==> src/rtl/game_pkg.sv <==
// game_pkg: types and constants shared by the gameplay blocks
// sitting in the VGA chain (motion control, level sequencing).
package game_pkg;

   localparam int LEVEL_W = 2;
   localparam int RGB_W   = 12;

   localparam logic [3:0] FADE_MAX = 4'd15;

   typedef enum logic [1:0] {
      IDLE,
      FADE_OUT,
      SWAP,
      FADE_IN
   } lvl_tr_state_t;

   // brightness scale of one 4-bit channel: top nibble of c*f
   function automatic logic [3:0] scale_chan(
      input logic [3:0] c,
      input logic [3:0] f
   );
      logic [7:0] p;
      p = {4'd0, c} * {4'd0, f};
      return p[7:4];
   endfunction

endpackage

==> src/rtl/vga_if.sv <==
// vga_if: one stage of the VGA pipeline, timing plus 12-bit rgb.
interface vga_if;

   logic [10:0] vcount;
   logic [10:0] hcount;
   logic        hsync;
   logic        vsync;
   logic        hblnk;
   logic        vblnk;
   logic [11:0] rgb;

   modport in (
      input vcount,
      input hcount,
      input hsync,
      input vsync,
      input hblnk,
      input vblnk,
      input rgb
   );

   modport out (
      output vcount,
      output hcount,
      output hsync,
      output vsync,
      output hblnk,
      output vblnk,
      output rgb
   );

endinterface

==> src/rtl/level_transition_ctl_rgb_fade.sv <==
// rgb_fade: registered per-channel brightness scaler, one cycle
// of latency, exact pass-through at full brightness.
module rgb_fade
   import game_pkg::*;
(
   input  logic             clk,
   input  logic             rst_n,
   input  logic [RGB_W-1:0] rgb,
   input  logic [3:0]       fade,
   output logic [RGB_W-1:0] faded
);

   logic [RGB_W-1:0] scaled;

   // c*15>>4 loses one step, so full brightness bypasses the multiply
   always_comb begin
      scaled = rgb;
      if (fade != FADE_MAX) begin
         scaled = {
            scale_chan(rgb[11:8], fade),
            scale_chan(rgb[7:4], fade),
            scale_chan(rgb[3:0], fade)
         };
      end
   end

   always_ff @(posedge clk or negedge rst_n) begin
      if (!rst_n) begin
         faded <= '0;
      end else begin
         faded <= scaled;
      end
   end

endmodule

==> src/rtl/level_transition_ctl.sv <==
// level_transition_ctl: on a level change freezes play, fades to
// black per frame, swaps the background bank, then fades back in.
module level_transition_ctl
   import game_pkg::*;
#(
   parameter int FRAMES_PER_STEP = 2,
   parameter int HOLD_FRAMES     = 4
) (
   input  logic               clk,
   input  logic               rst_n,
   input  logic [LEVEL_W-1:0] level_in,
   output logic [LEVEL_W-1:0] bg_level,
   output logic               freeze,
   output logic               busy,
   output logic [3:0]         fade,
   vga_if.in                  vga_in,
   vga_if.out                 vga_out
);

   localparam int CNT_MAX =
      (FRAMES_PER_STEP > HOLD_FRAMES) ? FRAMES_PER_STEP : HOLD_FRAMES;
   localparam int CNT_W = $clog2(CNT_MAX + 1);

   localparam logic [CNT_W-1:0] STEP_END = CNT_W'(FRAMES_PER_STEP);
   localparam logic [CNT_W-1:0] HOLD_END = CNT_W'(HOLD_FRAMES);

   lvl_tr_state_t state;
   lvl_tr_state_t state_n;

   logic [LEVEL_W-1:0] target;
   logic [LEVEL_W-1:0] target_n;
   logic [LEVEL_W-1:0] bg_n;
   logic [3:0]         fade_n;
   logic [CNT_W-1:0]   cnt;
   logic [CNT_W-1:0]   cnt_n;
   logic [CNT_W-1:0]   cnt_inc;

   logic vblnk_prev;
   logic frame_tick;
   logic lvl_diff;
   logic step_end;
   logic hold_end;

   logic [RGB_W-1:0] faded;

   // prev resets high so a vblank already in progress is not a tick
   assign frame_tick = vga_in.vblnk & ~vblnk_prev;
   assign lvl_diff   = (level_in != bg_level);
   assign cnt_inc    = cnt + CNT_W'(1);
   assign step_end   = (cnt_inc == STEP_END);
   assign hold_end   = (cnt_inc == HOLD_END);

   assign busy   = (state != IDLE);
   assign freeze = busy;

   always_ff @(posedge clk or negedge rst_n) begin
      if (!rst_n) begin
         state      <= IDLE;
         fade       <= FADE_MAX;
         bg_level   <= '0;
         target     <= '0;
         cnt        <= '0;
         vblnk_prev <= 1'b1;
      end else begin
         state      <= state_n;
         fade       <= fade_n;
         bg_level   <= bg_n;
         target     <= target_n;
         cnt        <= cnt_n;
         vblnk_prev <= vga_in.vblnk;
      end
   end

   always_comb begin
      state_n  = state;
      fade_n   = fade;
      bg_n     = bg_level;
      target_n = target;
      cnt_n    = cnt;
      if (frame_tick) begin
         unique case (state)
            IDLE: begin
               if (lvl_diff) begin
                  target_n = level_in;
                  cnt_n    = '0;
                  state_n  = FADE_OUT;
               end
            end
            FADE_OUT: begin
               target_n = level_in;
               if (step_end) begin
                  cnt_n = '0;
                  if (fade == 4'd0) begin
                     state_n = SWAP;
                  end else begin
                     fade_n = fade - 4'd1;
                  end
               end else begin
                  cnt_n = cnt_inc;
               end
            end
            SWAP: begin
               fade_n = 4'd0;
               if (cnt == '0) begin
                  bg_n = target;
               end
               if (hold_end) begin
                  cnt_n   = '0;
                  state_n = FADE_IN;
               end else begin
                  cnt_n = cnt_inc;
               end
            end
            FADE_IN: begin
               // a new level beats a coinciding step expiry
               if (lvl_diff) begin
                  target_n = level_in;
                  cnt_n    = '0;
                  state_n  = FADE_OUT;
               end else if (step_end) begin
                  cnt_n  = '0;
                  fade_n = fade + 4'd1;
                  if (fade == FADE_MAX - 4'd1) begin
                     state_n = IDLE;
                  end
               end else begin
                  cnt_n = cnt_inc;
               end
            end
            default: begin
               state_n = IDLE;
            end
         endcase
      end
   end

   always_ff @(posedge clk or negedge rst_n) begin
      if (!rst_n) begin
         vga_out.vcount <= '0;
         vga_out.hcount <= '0;
         vga_out.hsync  <= 1'b0;
         vga_out.vsync  <= 1'b0;
         vga_out.hblnk  <= 1'b0;
         vga_out.vblnk  <= 1'b0;
      end else begin
         vga_out.vcount <= vga_in.vcount;
         vga_out.hcount <= vga_in.hcount;
         vga_out.hsync  <= vga_in.hsync;
         vga_out.vsync  <= vga_in.vsync;
         vga_out.hblnk  <= vga_in.hblnk;
         vga_out.vblnk  <= vga_in.vblnk;
      end
   end

   rgb_fade u_rgb_fade (
      .clk   (clk),
      .rst_n (rst_n),
      .rgb   (vga_in.rgb),
      .fade  (fade),
      .faded (faded)
   );

   assign vga_out.rgb = faded;

endmodule

==> src/flat_wrapper.sv <==
// flat-port wrapper written by rule: the top's interface ports become plain ports
module level_transition_ctl_flat import game_pkg::*;
#(
   parameter int FRAMES_PER_STEP = 2,
   parameter int HOLD_FRAMES     = 4
)
  (clk, rst_n, level_in, bg_level, freeze, busy, fade, vga_in_vcount, vga_in_hcount, vga_in_hsync, vga_in_vsync, vga_in_hblnk, vga_in_vblnk, vga_in_rgb, vga_out_vcount, vga_out_hcount, vga_out_hsync, vga_out_vsync, vga_out_hblnk, vga_out_vblnk, vga_out_rgb);
  vga_if vga_in_i ();
  vga_if vga_out_i ();
  input  logic clk;
  input  logic rst_n;
  input  logic [LEVEL_W-1:0] level_in;
  output logic [LEVEL_W-1:0] bg_level;
  output logic freeze;
  output logic busy;
  output logic [3:0] fade;
  input wire logic [$bits(vga_in_i.vcount)-1:0] vga_in_vcount;
  input wire logic [$bits(vga_in_i.hcount)-1:0] vga_in_hcount;
  input wire logic [$bits(vga_in_i.hsync)-1:0] vga_in_hsync;
  input wire logic [$bits(vga_in_i.vsync)-1:0] vga_in_vsync;
  input wire logic [$bits(vga_in_i.hblnk)-1:0] vga_in_hblnk;
  input wire logic [$bits(vga_in_i.vblnk)-1:0] vga_in_vblnk;
  input wire logic [$bits(vga_in_i.rgb)-1:0] vga_in_rgb;
  output wire logic [$bits(vga_out_i.vcount)-1:0] vga_out_vcount;
  output wire logic [$bits(vga_out_i.hcount)-1:0] vga_out_hcount;
  output wire logic [$bits(vga_out_i.hsync)-1:0] vga_out_hsync;
  output wire logic [$bits(vga_out_i.vsync)-1:0] vga_out_vsync;
  output wire logic [$bits(vga_out_i.hblnk)-1:0] vga_out_hblnk;
  output wire logic [$bits(vga_out_i.vblnk)-1:0] vga_out_vblnk;
  output wire logic [$bits(vga_out_i.rgb)-1:0] vga_out_rgb;
  assign vga_in_i.vcount = vga_in_vcount;
  assign vga_in_i.hcount = vga_in_hcount;
  assign vga_in_i.hsync = vga_in_hsync;
  assign vga_in_i.vsync = vga_in_vsync;
  assign vga_in_i.hblnk = vga_in_hblnk;
  assign vga_in_i.vblnk = vga_in_vblnk;
  assign vga_in_i.rgb = vga_in_rgb;
  assign vga_out_vcount = vga_out_i.vcount;
  assign vga_out_hcount = vga_out_i.hcount;
  assign vga_out_hsync = vga_out_i.hsync;
  assign vga_out_vsync = vga_out_i.vsync;
  assign vga_out_hblnk = vga_out_i.hblnk;
  assign vga_out_vblnk = vga_out_i.vblnk;
  assign vga_out_rgb = vga_out_i.rgb;
  level_transition_ctl #(.FRAMES_PER_STEP(FRAMES_PER_STEP), .HOLD_FRAMES(HOLD_FRAMES)) u_core (.clk(clk), .rst_n(rst_n), .level_in(level_in), .bg_level(bg_level), .freeze(freeze), .busy(busy), .fade(fade), .vga_in(vga_in_i), .vga_out(vga_out_i));
endmodule
==> config.mk <==
export PLATFORM = sky130hd
export DESIGN_NAME = level_transition_ctl_flat
export DESIGN_NICKNAME = d
export VERILOG_FILES = /design/src/rtl/game_pkg.sv /design/src/rtl/vga_if.sv /design/src/rtl/level_transition_ctl_rgb_fade.sv /design/src/rtl/level_transition_ctl.sv /design/src/flat_wrapper.sv
export SDC_FILE = /design/constraint.sdc
export NUM_CORES = 1
export LEC_CHECK = 0
export CAP_MARGIN = 0
export CORE_ASPECT_RATIO = 1.1
export CORE_UTILIZATION = 53
export CTS_BUF_LIST = sky130_fd_sc_hd__clkbuf_4 sky130_fd_sc_hd__clkbuf_8 sky130_fd_sc_hd__clkbuf_16
export CTS_CLUSTER_DIAMETER = 80
export DETAILED_ROUTE_END_ITERATION = 8
export PLACE_DENSITY = 0.88
export SYNTH_ARGS = -nofsm -noshare
export SYNTH_HDL_FRONTEND = slang
export SYNTH_SLANG_ARGS = --single-unit
==> constraint.sdc <==
create_clock -name clk -period 9.05 [get_ports clk]
set_clock_uncertainty 0.1 [all_clocks]
set_input_delay 1.81 -clock clk [delete_from_list [all_inputs] [get_ports clk]]
set_output_delay 1.81 -clock clk [all_outputs]
set_load 0.02 [all_outputs]
==> results of run 1 <==
-- power by group through the flow --
stage	logic [µW]	registers, µW	clock network (µW)
finish	678	369	134
global placement	641	369	0
global route	764	380	148
floorplan	430	395	0
detailed placement	668	373	0
CTS	678	369	139
-- critical path, stage by stage --
cell and delay, ns:
clkdlybuf4s50_1 0.55, nand2_1 0.10, fa_1 0.51, inv_1 0.05, fa_1 0.48, ha_1 0.29, and4_1 0.17, a21oi_1 0.26
o21ai_1 0.22, o21a_1 0.22, o31ai_1 0.27
-- flip-flops by register name (all words and copies together), names as in the netlist, 2 cells and up --
register                 flops
u_core.target                2
u_core.bg_level              2
u_core.state                 2
u_core.cnt                   3
u_core.u_rgb_fade.faded     12
u_core.fade                  4
u_core.vga_out.vcount       11
u_core.vga_out.hcount       11
-- kinds of logic (layout without fill, tap and decap cells) --
group | Yosys count | in the layout | synth area share, %
AOI/OAI and AO/OA | 54 | 54 | 12.37
xor gates and xnor gates | 10 | 10 | 2.902
and+or+nand+nor | 99 | 99 | 17.03
muxes | 6 | 6 | 2.062
adders and majority gates | 51 | 51 | 21.76
DFF | 52 | 52 | 39.90
buffers and inverters | 31 | 118 | 3.971
-- worst max-delay path by stage --
stage                       start                           to
floorplan           vga_in_rgb[8]  u_core.u_rgb_fade.faded[10]
global placement    vga_in_rgb[0]   u_core.u_rgb_fade.faded[2]
detailed placement  vga_in_rgb[0]   u_core.u_rgb_fade.faded[2]
CTS                 vga_in_rgb[0]   u_core.u_rgb_fade.faded[2]
global route        vga_in_rgb[0]   u_core.u_rgb_fade.faded[2]
finish              vga_in_rgb[1]   u_core.u_rgb_fade.faded[2]
-- routing by layer --
layer	track usage, %	wire [µm]
met2	40.99	3669
met5	0	0
met3	3.913	373
met4	10.29	167
met1	29.52	2982
-- per-stage QoR --
step           hold slack, ns  setup WS [ns]  std cells  utilization [%]
3_5_place_dp           0.3814          3.918        459            71.43
4_1_cts                0.4027          4.234        467            73.01
6_report               0.4013          4.191        467            73.01
3_3_place_gp           0.3741          3.983        459            71.43
2_1_floorplan          0.3602          4.734        303                -
5_1_grt                0.4373          3.984        467            73.01
-- layout make-up --
type                            count  area share, %
Clock buffer                        6          1.778
Clock inverter                      2         0.3790
Inverter                           22          1.924
Multi-Input combinational cell    220          42.86
Sequential cell                    52          30.47
Tap cell                           77          2.245
Timing Repair Buffer               88          20.35
-- synthesized netlist by cell type, types with 4 or more instances --
cell type  instances  area, µm²
a21oi_1           10      50.05
nor2_1            15      56.30
nand4_1            5      31.28
xnor2_1            7      61.31
o21ai_1            7      35.03
clkbuf_1           5      18.77
o21bai_1           4      30.03
o31ai_1            6      45.04
dfrtp_1           47       1176
nor4_1             4      25.02
and2_1            31      193.9
inv_1             22      82.58
fa_1              10      200.2
a21o_1             5      37.54
ha_1              41      513.0
dfstp_2            5      131.4
mux2_1             4      45.04
nand2_1           25      93.84
==> summary.txt, run 1 <==
Global routing
  • Antenna violations before repair: 0
  • Grt ovf: 0
  • Tot GR Track Use: 23.80%
  • Largest net degree at the start of global routing: 53
  • First-pass GRT wire length: 12370 µm
  • Number of global-route vias before repair: 2672

Die
  • Core footprint: 5878 µm²
  • # IOs: 88
  • Initial Utilization: 55.75%
  • Chip Width: 76.97 µm
  • Number of core rows: 29
  • Die Area: 6502 µm²
  • Die Ht: 84.47 µm

Finish
  • Share of cells above drive strength 1: 5.641%
  • Layout fillers: 425
  • Nets: 482
  • Commonest cells after routing, fill and taps aside: clkdlybuf4s50_1, dfrtp_1, ha_1, and2_1, nand2_1
  • Commonest non-fill, non-tap cell in the layout: clkdlybuf4s50_1
  • Footprint of the multi-input gates: 1839 µm²
  • Area Overhead vs Synth: 30.97%
  • Seq. cell area: 1308 µm²
  • Layout Cell Area excl Fill: 4292 µm²
  • Antenna diodes: 0

Clocking
  • Root Buffer: clkbuf_8
  • H-Tree Level Count: 2
  • Postcts setup bufs: 0
  • CTS Buffer Depth: 2
  • Post-CTS Resized: 0
  • TritonCTS clock tree: built
  • CTS buffer count: 5
  • Clk Latency, worst-skew pair: 0.30 ns
  • # clock sinks: 52
  • Post-CTS Hold Buffers: 0
  • Clk slew on worst S/H paths: 0.09 ns

Worst setup path
  • Reg2Reg Launch Point: u_core.fade[3]
  • CP Max Fanout: 5
  • CP Class: in -> reg
  • Critical Path AT: 4.95 ns
  • Crit start category: input port
  • R2R Path End: u_core.u_rgb_fade.faded[2]
  • R2R depth: 10
  • CP required: 9.14 ns
  • Setup crit end kind: register
  • R2R Setup Slk: 5.38 ns

STA
  • Final Hold Viols: 0
  • Unrepaired setup endpoints after global routing: false
  • Final Slew Violations: 0
  • Fin crit period: 4.859 ns
  • Relative slew slack: 58.20%
  • Fin crit share: 53.69%
  • Worst-Margin Slew: 0.6217 ns
  • Final setup viols: 0
  • Fmax: 0.2058 GHz
  • Setup TNS: 0 ns

Detailed routing
  • Final ANT Viol Nets: 0
  • Drt first pass iters: 4
  • Drc violations: 0
  • DR vias/cell: 5.589
  • DR WL/cell: 15.40 µm
  • Vias: 2610
  • Initial DRC Count: 118
  • Detailed Route WL: 7191 µm

Synth
  • Count of unique library cells instantiated by Yosys: 49
  • Seq/Total Area, Yosys: 39.90%
  • EDFF count, synth: 0
  • Cell Area, Synth: 3277 µm²
  • Synth Net Count: 396
  • Post-synthesis register bit count: 52
  • Synth warn: 0
  • Async SR Flop Fraction: 100.0%
  • Syn Area/Cell: 10.81 µm²
  • Top FF cell, synth: dfrtp_1
  • Gate Count Post-Synth: 303

Power and ir drop
  • VDD IR max: 0.1327 mV
  • Lkg Pwr: 0.001987 µW
  • Switching power: 507.4 µW
  • Flop pwr share: 31.2%
  • Logic pwr share: 57.4%
  • Total Power: 1181 µW
  • Net Sw Frac: 42.95%
  • Internal Dissipation: 674.0 µW
  • Pwr dens: 275.3 nW/µm²
  • Clock Power Share: 11.4%

Min path
  • Hold-critical path depth: 1
  • Hold path startpoint: u_core.target[1]
  • Hold Path End: u_core.target[1]
  • Hold Path Class: reg -> reg

Place
  • # port buffers: 87
  • Post-DP HPWL: 5451 µm
  • Routability Congestion: 0.9666
  • Placed cell area: 4199 µm²

Status
  • Status: completed

Job
  • Max Cap Viol: 0
No activity file was read; power rests on OpenSTA's default activity.
==> inputs of run 2 (changes only) <==
--- a/config.mk
+++ b/config.mk
@@ -7,11 +7,11 @@
 export LEC_CHECK = 0
 export CAP_MARGIN = 0
 export CORE_ASPECT_RATIO = 1.1
-export CORE_UTILIZATION = 53
+export CORE_UTILIZATION = 49
 export CTS_BUF_LIST = sky130_fd_sc_hd__clkbuf_4 sky130_fd_sc_hd__clkbuf_8 sky130_fd_sc_hd__clkbuf_16
 export CTS_CLUSTER_DIAMETER = 80
 export DETAILED_ROUTE_END_ITERATION = 8
-export PLACE_DENSITY = 0.88
+export PLACE_DENSITY = 0.83
 export SYNTH_ARGS = -nofsm -noshare
 export SYNTH_HDL_FRONTEND = slang
 export SYNTH_SLANG_ARGS = --single-unit
==> constraint.sdc (replaced) <==
create_clock -name clk -period 4.8 [get_ports clk]
set_clock_uncertainty 0.1 [all_clocks]
set_input_delay 0.96 -clock clk [delete_from_list [all_inputs] [get_ports clk]]
set_output_delay 0.96 -clock clk [all_outputs]
set_load 0.02 [all_outputs]
==> run 2 against run 1 <==
Compared with the run above:
- cell area is 0.76% higher
- first-iteration DRC count is 1.7% lower
- critical path depth stayed put
- sequential share of layout area is 0.23 points lower
- die area is 8.0% higher
- largest power group unchanged
- clock-buffer cell count stayed put
- highest routed layer unchanged
- combinational power is 86% higher
- total power is 92% higher
- global-route usage is 2.6 points lower
- critical path type unchanged
- worst setup slack worse by 3.3 ns
- clock power is 130% higher
==> summary.txt, run 2 (same netlist as run 1, synthesis figures left out) <==
Min path
  • Hold Path End: u_core.target[1]
  • Hold path startpoint: u_core.target[1]
  • Hold Path Class: reg -> reg
  • Hold-critical path depth: 1 (unchanged)

Worst setup path
  • CP Buf/Inv Count: 2 (unchanged)
  • CP required: 4.91 ns (-4.23 ns)
  • Setup crit end kind: register
  • Slowest CP cell: fa_1
  • Crit start category: input port
  • Cells along the critical path: clkdlybuf4s50_1, nand2_1, fa_1, inv_1, fa_1, ha_1, and4_1, a21oi_1, o21ai_1, o21a_1, o31ai_1
  • Crit-path leading delay family: adder cells
  • Reg2Reg Launch Point: u_core.fade[3]
  • CP Class: in -> reg
  • R2R Setup Slk: 1.23 ns (-4.15 ns)
  • CP peak stage delay: 0.55 ns (about the same)
  • R2R Path End: u_core.u_rgb_fade.faded[10]
  • Most common cell on crit path: fa_1
  • CP Max Fanout: 5 (unchanged)
  • R2R depth: 10 (unchanged)
  • Critical Path AT: 3.99 ns (-0.96 ns)

Global routing
  • Grt peak-use layer: met2
  • Antenna violations before repair: 0 (unchanged)
  • Tot GR Track Use: 21.25% (-2.6 points)
  • First-pass GRT wire length: 11560 µm (-6.5%)
  • Global Route met2 Usage: 39.32% (-1.7 points)
  • Grt ovf: 0 (unchanged)
  • Met3 Resource Use GR: 2.917% (-1.0 points)
  • Number of global-route vias before repair: 2488 (-6.9%)
  • Largest net degree at the start of global routing: 53 (unchanged)
  • GR Layer Usage met1: 25.28% (-4.2 points)

Power and ir drop
  • Clock Power Share: 13.8% (+2.4 points)
  • Net Sw Frac: 41.53% (-1.4 points)
  • Flop pwr share: 30.8% (-0.4 points)
  • VDD IR max: 0.2679 mV (+100%)
  • Switching power: 942.0 µW (+86%)
  • Internal Dissipation: 1326 µW (+97%)
  • Lkg Pwr: 0.002003 µW (+0.83%)
  • Logic pwr share: 55.4% (-2.0 points)
  • Pwr dens: 524.6 nW/µm² (+91%)

Status
  • Status: completed

Detailed routing
  • Detailed Route WL: 7006 µm (-2.6%)
  • DR vias/cell: 5.385 (-3.6%)
  • Final ANT Viol Nets: 0 (unchanged)
  • Initial DRC Count: 116 (-1.7%)
  • Drc violations: 0 (unchanged)
  • Drt first pass iters: 4 (unchanged)
  • Vias: 2531 (-3.0%)
  • DR WL/cell: 14.91 µm (-3.2%)

Finish
  • Antenna diodes: 0 (unchanged)
  • Final core utilization: 68.57% (-4.4 points)
  • Nets: 482 (unchanged)
  • Largest registers: u_core.u_rgb_fade.faded: 12 flops, u_core.vga_out.hcount: 11 flops, u_core.vga_out.vcount: 11 flops
  • Commonest non-fill, non-tap cell in the layout: clkdlybuf4s50_1
  • Largest reg by FF count: u_core.u_rgb_fade.faded
  • Share of cells above drive strength 1: 5.641% (unchanged)
  • Area Overhead vs Synth: 31.96%
  • Max reg flops: 12 (unchanged)
  • Commonest cells after routing, fill and taps aside: clkdlybuf4s50_1, dfrtp_1, ha_1, and2_1, nand2_1

Place
  • Post-DP HPWL: 5349 µm (-1.9%)
  • # port buffers: 87 (unchanged)
  • Routability Congestion: 0.8541 (-12%)

STA
  • Unrepaired setup endpoints after global routing: false
  • Setup TNS: 0 ns (unchanged)
  • Final Slew Violations: 0 (unchanged)
  • Worst-Margin Slew: 0.6613 ns (+0.03962 ns)
  • Fmax: 0.2582 GHz
  • Final setup viols: 0 (unchanged)
  • Final Hold Viols: 0 (unchanged)
  • Fin crit period: 3.873 ns
  • Fin crit share: 80.69%
  • Relative slew slack: 55.91% (-2.3 points)

Die
  • Die Area: 7019 µm² (+8.0%)
  • Initial Utilization: 51.96% (-3.8 points)
  • # IOs: 88 (unchanged)
  • Number of core rows: 30 (+3.4%)
  • Core footprint: 6306 µm² (+7.3%)
  • Chip Width: 79.97 µm (+3.9%)
  • Die Ht: 87.77 µm (+3.9%)

Clocking
  • Post-CTS Hold Buffers: 0 (unchanged)
  • Clk Latency, worst-skew pair: 0.30 ns (about the same)
  • # clock sinks: 52 (unchanged)
  • H-Tree Level Count: 2 (unchanged)
  • Root Buffer: clkbuf_8
  • Postcts setup bufs: 0 (unchanged)
  • Post-CTS Resized: 0 (unchanged)
  • TritonCTS clock tree: built
  • Clk slew on worst S/H paths: 0.10 ns (about the same)
  • CTS Buffer Depth: 2 (unchanged)
  • CTS buffer count: 5 (unchanged)

Job
  • Max Cap Viol: 0 (unchanged)
## run 2: cell types whose count changed in the layout (fill, tap and decap cells not counted), sizes merged
cell,delta
bufinv,+1
clkinvlp,-1
## run 2: layout make-up
| class | instances | area, µm² |
|---|---|---|
| Fill cell | 498 | 1982 |
| Multi-Input combinational cell | 220 | 1839 |
| Sequential cell | 52 | 1308 |
| Timing Repair Buffer | 88 | 873.3 |
| Tap cell | 80 | 100.1 |
| Clock buffer | 6 | 82.58 |
| Inverter | 22 | 82.58 |
| Clock inverter | 2 | 38.79 |
## run 2: power by group through the flow
stage               Clock [µW]  Combinational [µW]  Sequential, µW
detailed placement           0                1250             708
global route               343                1410             718
finish                     313                1260             699
floorplan                    0                 811             744
global placement             0                1210             704
CTS                        319                1260             700
## run 2: layer usage
metal	share of wire, %	vias to the layer above
li1	-	1226
met1	42	1217
met2	51	75
met3	4.5	13
met4	1.9	0
met5	0	-
## run 2: metrics by stage
step / std cells / hold slack [ns] / area, µm² / total power [µW] / setup slack [ns]
after floorplan: 303 / 0.3602 / 3277 / 1555 / 1.233
after global placement: 462 / 0.3720 / 4203 / 1913 / 0.7240
after detailed placement: 462 / 0.3814 / 4203 / 1961 / 0.6154
after CTS: 470 / 0.4032 / 4324 / 2280 / 0.9316
after global routing: 470 / 0.4414 / 4324 / 2473 / 0.7392
final: 470 / 0.4057 / 4324 / 2268 / 0.9270
## run 2: worst reg2reg max path: cells and delay by family, from the launching register on
family | cells | cell delay, ns
buffers and inverters | 1 | 0.06
and+or+nand+nor | 2 | 0.34
adders and majority gates | 3 | 1.33
AOI/OAI and AO/OA | 4 | 0.84
DFF | 1 | 0.82
## run 2: how the worst max path moves through the flow
| stage | start | to | slack, ns | cells past startpoint |
|---|---|---|---|---|
| 6_report | vga_in_rgb[8] | u_core.u_rgb_fade.faded[10] | 0.93 | 11 |
| 5_1_grt | vga_in_rgb[2] | u_core.u_rgb_fade.faded[2] | 0.74 | 11 |
| 4_1_cts | vga_in_rgb[8] | u_core.u_rgb_fade.faded[10] | 0.93 | 11 |
| 3_5_place_dp | vga_in_rgb[8] | u_core.u_rgb_fade.faded[10] | 0.62 | 11 |
| 3_3_place_gp | vga_in_rgb[8] | u_core.u_rgb_fade.faded[10] | 0.72 | 11 |
| 2_1_floorplan | u_core.fade[3] | u_core.u_rgb_fade.faded[10] | 1.23 | 12 |
==> inputs of run 3 (changes only) <==
==> constraint.sdc (replaced) <==
create_clock -name clk -period 3.8 [get_ports clk]
set_clock_uncertainty 0.1 [all_clocks]
set_input_delay 0.76 -clock clk [delete_from_list [all_inputs] [get_ports clk]]
set_output_delay 0.76 -clock clk [all_outputs]
set_load 0.02 [all_outputs]
==> run 3 against run 2 <==
Compared with the run above:
- die area stayed put
- clock power is 28% higher
- critical path type unchanged
- sequential share of layout area is 0.72 points lower
- sequential cell count stayed put
- clock-buffer cell count stayed put
- final cell count is 3.0% higher
- critical path depth stayed put
- sequential power is 24% higher
- worst setup slack worse by 0.68 ns
- global-route usage is 1.3 points higher
- largest cell class unchanged
- utilization is 1.7 points higher
==> summary.txt, run 3 (same netlist as run 1, synthesis figures left out) <==
Status
  • Status: completed

Worst setup path
  • R2R depth: 10 (unchanged)
  • R2R Path End: u_core.u_rgb_fade.faded[7]
  • CP required: 3.91 ns (-1.00 ns)
  • Critical Path AT: 3.66 ns (-0.33 ns)
  • CP Max Fanout: 3 (-2)
  • Setup crit end kind: register
  • Crit start category: input port
  • CP Class: in -> reg
  • Reg2Reg Launch Point: u_core.fade[1]
  • R2R Setup Slk: 0.40 ns (-0.83 ns)

Place
  • # port buffers: 87 (unchanged)
  • Post-DP HPWL: 5676 µm (+6.1%)
  • Placed cell area: 4308 µm² (+2.5%)
  • Routability Congestion: 0.8637 (+1.1%)
  • Placed Cells: 476 (+3.0%)
  • Pre-CTS setup slack: -0.06359 ns (-0.6790 ns)

Detailed routing
  • Final ANT Viol Nets: 0 (unchanged)
  • Drc violations: 0 (unchanged)
  • DR WL/cell: 15.29 µm (+2.6%)
  • DR vias/cell: 5.488 (+1.9%)
  • Vias: 2656 (+4.9%)
  • Initial DRC Count: 164 (+41%)
  • Drt first pass iters: 4 (unchanged)
  • Detailed Route WL: 7399 µm (+5.6%)

Global routing
  • Grt ovf: 0 (unchanged)
  • Largest net degree at the start of global routing: 38 (-28%)
  • Number of global-route vias before repair: 2520 (+1.3%)
  • First-pass GRT wire length: 11990 µm (+3.7%)
  • Antenna violations before repair: 0 (unchanged)
  • Tot GR Track Use: 22.54% (+1.3 points)

STA
  • Final Hold Viols: 0 (unchanged)
  • Fmax: 0.2812 GHz
  • Fin crit period: 3.556 ns
  • Final setup viols: 0 (unchanged)
  • Unrepaired setup endpoints after global routing: false
  • Final Worst Setup Slack: 0.2437 ns (-0.6832 ns)
  • Worst-Margin Slew: 0.7995 ns (+0.1383 ns)
  • Relative slew slack: 46.70% (-9.2 points)
  • Final Slew Violations: 0 (unchanged)
  • Fin crit share: 93.59%

Finish
  • Commonest non-fill, non-tap cell in the layout: clkdlybuf4s50_1
  • Antenna diodes: 0 (unchanged)
  • Share of cells above drive strength 1: 8.911% (+3.3 points)
  • Final core utilization: 70.24% (+1.7 points)
  • Non-Filler Instances: 484 (+3.0%)
  • Nets: 496 (+2.9%)
  • Layout Cell Area excl Fill: 4429 µm² (+2.4%)
  • Largest registers: u_core.u_rgb_fade.faded: 12 flops, u_core.vga_out.hcount: 11 flops, u_core.vga_out.vcount: 11 flops
  • Largest reg by FF count: u_core.u_rgb_fade.faded
  • Max reg flops: 12 (unchanged)
  • Commonest cells after routing, fill and taps aside: clkdlybuf4s50_1, dfrtp_1, ha_1, and2_1, nand2_1
  • Area Overhead vs Synth: 35.17%

Die
  • Initial Utilization: 51.96% (unchanged)
  • Die Area: 7019 µm² (unchanged)
  • Chip Width: 79.97 µm (unchanged)
  • Number of core rows: 30 (unchanged)
  • Core footprint: 6306 µm² (unchanged)
  • # IOs: 88 (unchanged)
  • Die Ht: 87.77 µm (unchanged)

Power and ir drop
  • VDD IR max: 0.3162 mV (+18%)
  • Logic pwr share: 56.6% (+1.2 points)
  • Total Power: 2930 µW (+29%)
  • Clock Power Share: 13.7% (about the same)
  • Lkg Pwr: 0.002069 µW (+3.3%)
  • Internal Dissipation: 1705 µW (+29%)
  • Pwr dens: 661.6 nW/µm² (+26%)
  • Net Sw Frac: 41.80% (+0.27 points)
  • Switching power: 1225 µW (+30%)
  • Flop pwr share: 29.7% (-1.1 points)

Job
  • Max Cap Viol: 0 (unchanged)

Clocking
  • CTS Buffer Depth: 2 (unchanged)
  • Post-CTS Hold Buffers: 0 (unchanged)
  • CTS buffer count: 5 (unchanged)
  • H-Tree Level Count: 2 (unchanged)
  • Clk slew on worst S/H paths: 0.10 ns (about the same)
  • Post-CTS Resized: 0 (unchanged)
  • Root Buffer: clkbuf_8
  • # clock sinks: 52 (unchanged)
  • TritonCTS clock tree: built
  • Postcts setup bufs: 0 (unchanged)
  • Clk Latency, worst-skew pair: 0.30 ns (about the same)

Min path
  • Hold Path End: u_core.target[0]
  • Hold Path Class: reg -> reg
  • Hold path startpoint: u_core.target[0]
  • Hold-critical path depth: 1 (unchanged)
==> run 3: how the worst max path moves through the flow <==
| stage | startpoint | endpoint | slack (ns) |
|---|---|---|---|
| finish | vga_in_rgb[4] | u_core.u_rgb_fade.faded[7] | 0.24 |
| global route | vga_in_rgb[0] | u_core.u_rgb_fade.faded[3] | 0.16 |
| CTS | vga_in_rgb[4] | u_core.u_rgb_fade.faded[7] | 0.26 |
| detailed placement | vga_in_rgb[4] | u_core.u_rgb_fade.faded[7] | -0.06 |
| global placement | vga_in_rgb[4] | u_core.u_rgb_fade.faded[7] | 0.05 |
| floorplan | u_core.fade[3] | u_core.u_rgb_fade.faded[10] | 0.23 |
==> run 3: per-layer routing <==
metal  global-route usage (%)  routed length, µm  up-vias
li1                         -                  -     1259
met3                    3.542                339       12
met2                    41.26               3841       87
met4                    8.766                140        0
met1                    26.39               3077     1298
met5                        0                  0        -
==> run 3: power groups by stage <==
| stage | Clock, µW | Combinational, µW | Sequential, µW |
|---|---|---|---|
| finish | 402 | 1660 | 869 |
| global route | 444 | 1840 | 894 |
| CTS | 407 | 1660 | 874 |
| detailed placement | 0 | 1650 | 884 |
| global placement | 0 | 1580 | 873 |
| floorplan | 0 | 1020 | 940 |
==> run 3: final cells by class <==
| type | instances | area (µm²) |
|---|---|---|
| timing repair buffer | 102 | 978.4 |
| multi-input combinational | 220 | 1839 |
| fill | 489 | 1877 |
| inverter | 22 | 82.58 |
| tap | 80 | 100.1 |
| sequential | 52 | 1308 |
| clock buffer | 6 | 82.58 |
| clock inverter | 2 | 38.79 |
==> run 3: worst max-delay path: stages <==
cell             delay (ns)
clkdlybuf4s50_1        0.48
nand2_1                0.08
fa_1                   0.56
inv_1                  0.06
fa_1                   0.47
ha_1                   0.28
and4_1                 0.16
a21oi_1                0.10
o21ai_0                0.39
nand4_1                0.15
o211a_1                0.17
==> run 3: metrics by stage <==
stage	hold slack, ns	TNS (ns)
after floorplan	0.3602	0
after CTS	0.4056	0
after global placement	0.3714	0
after detailed placement	0.3842	-0.1023
final	0.4004	0
after global routing	0.4335	0
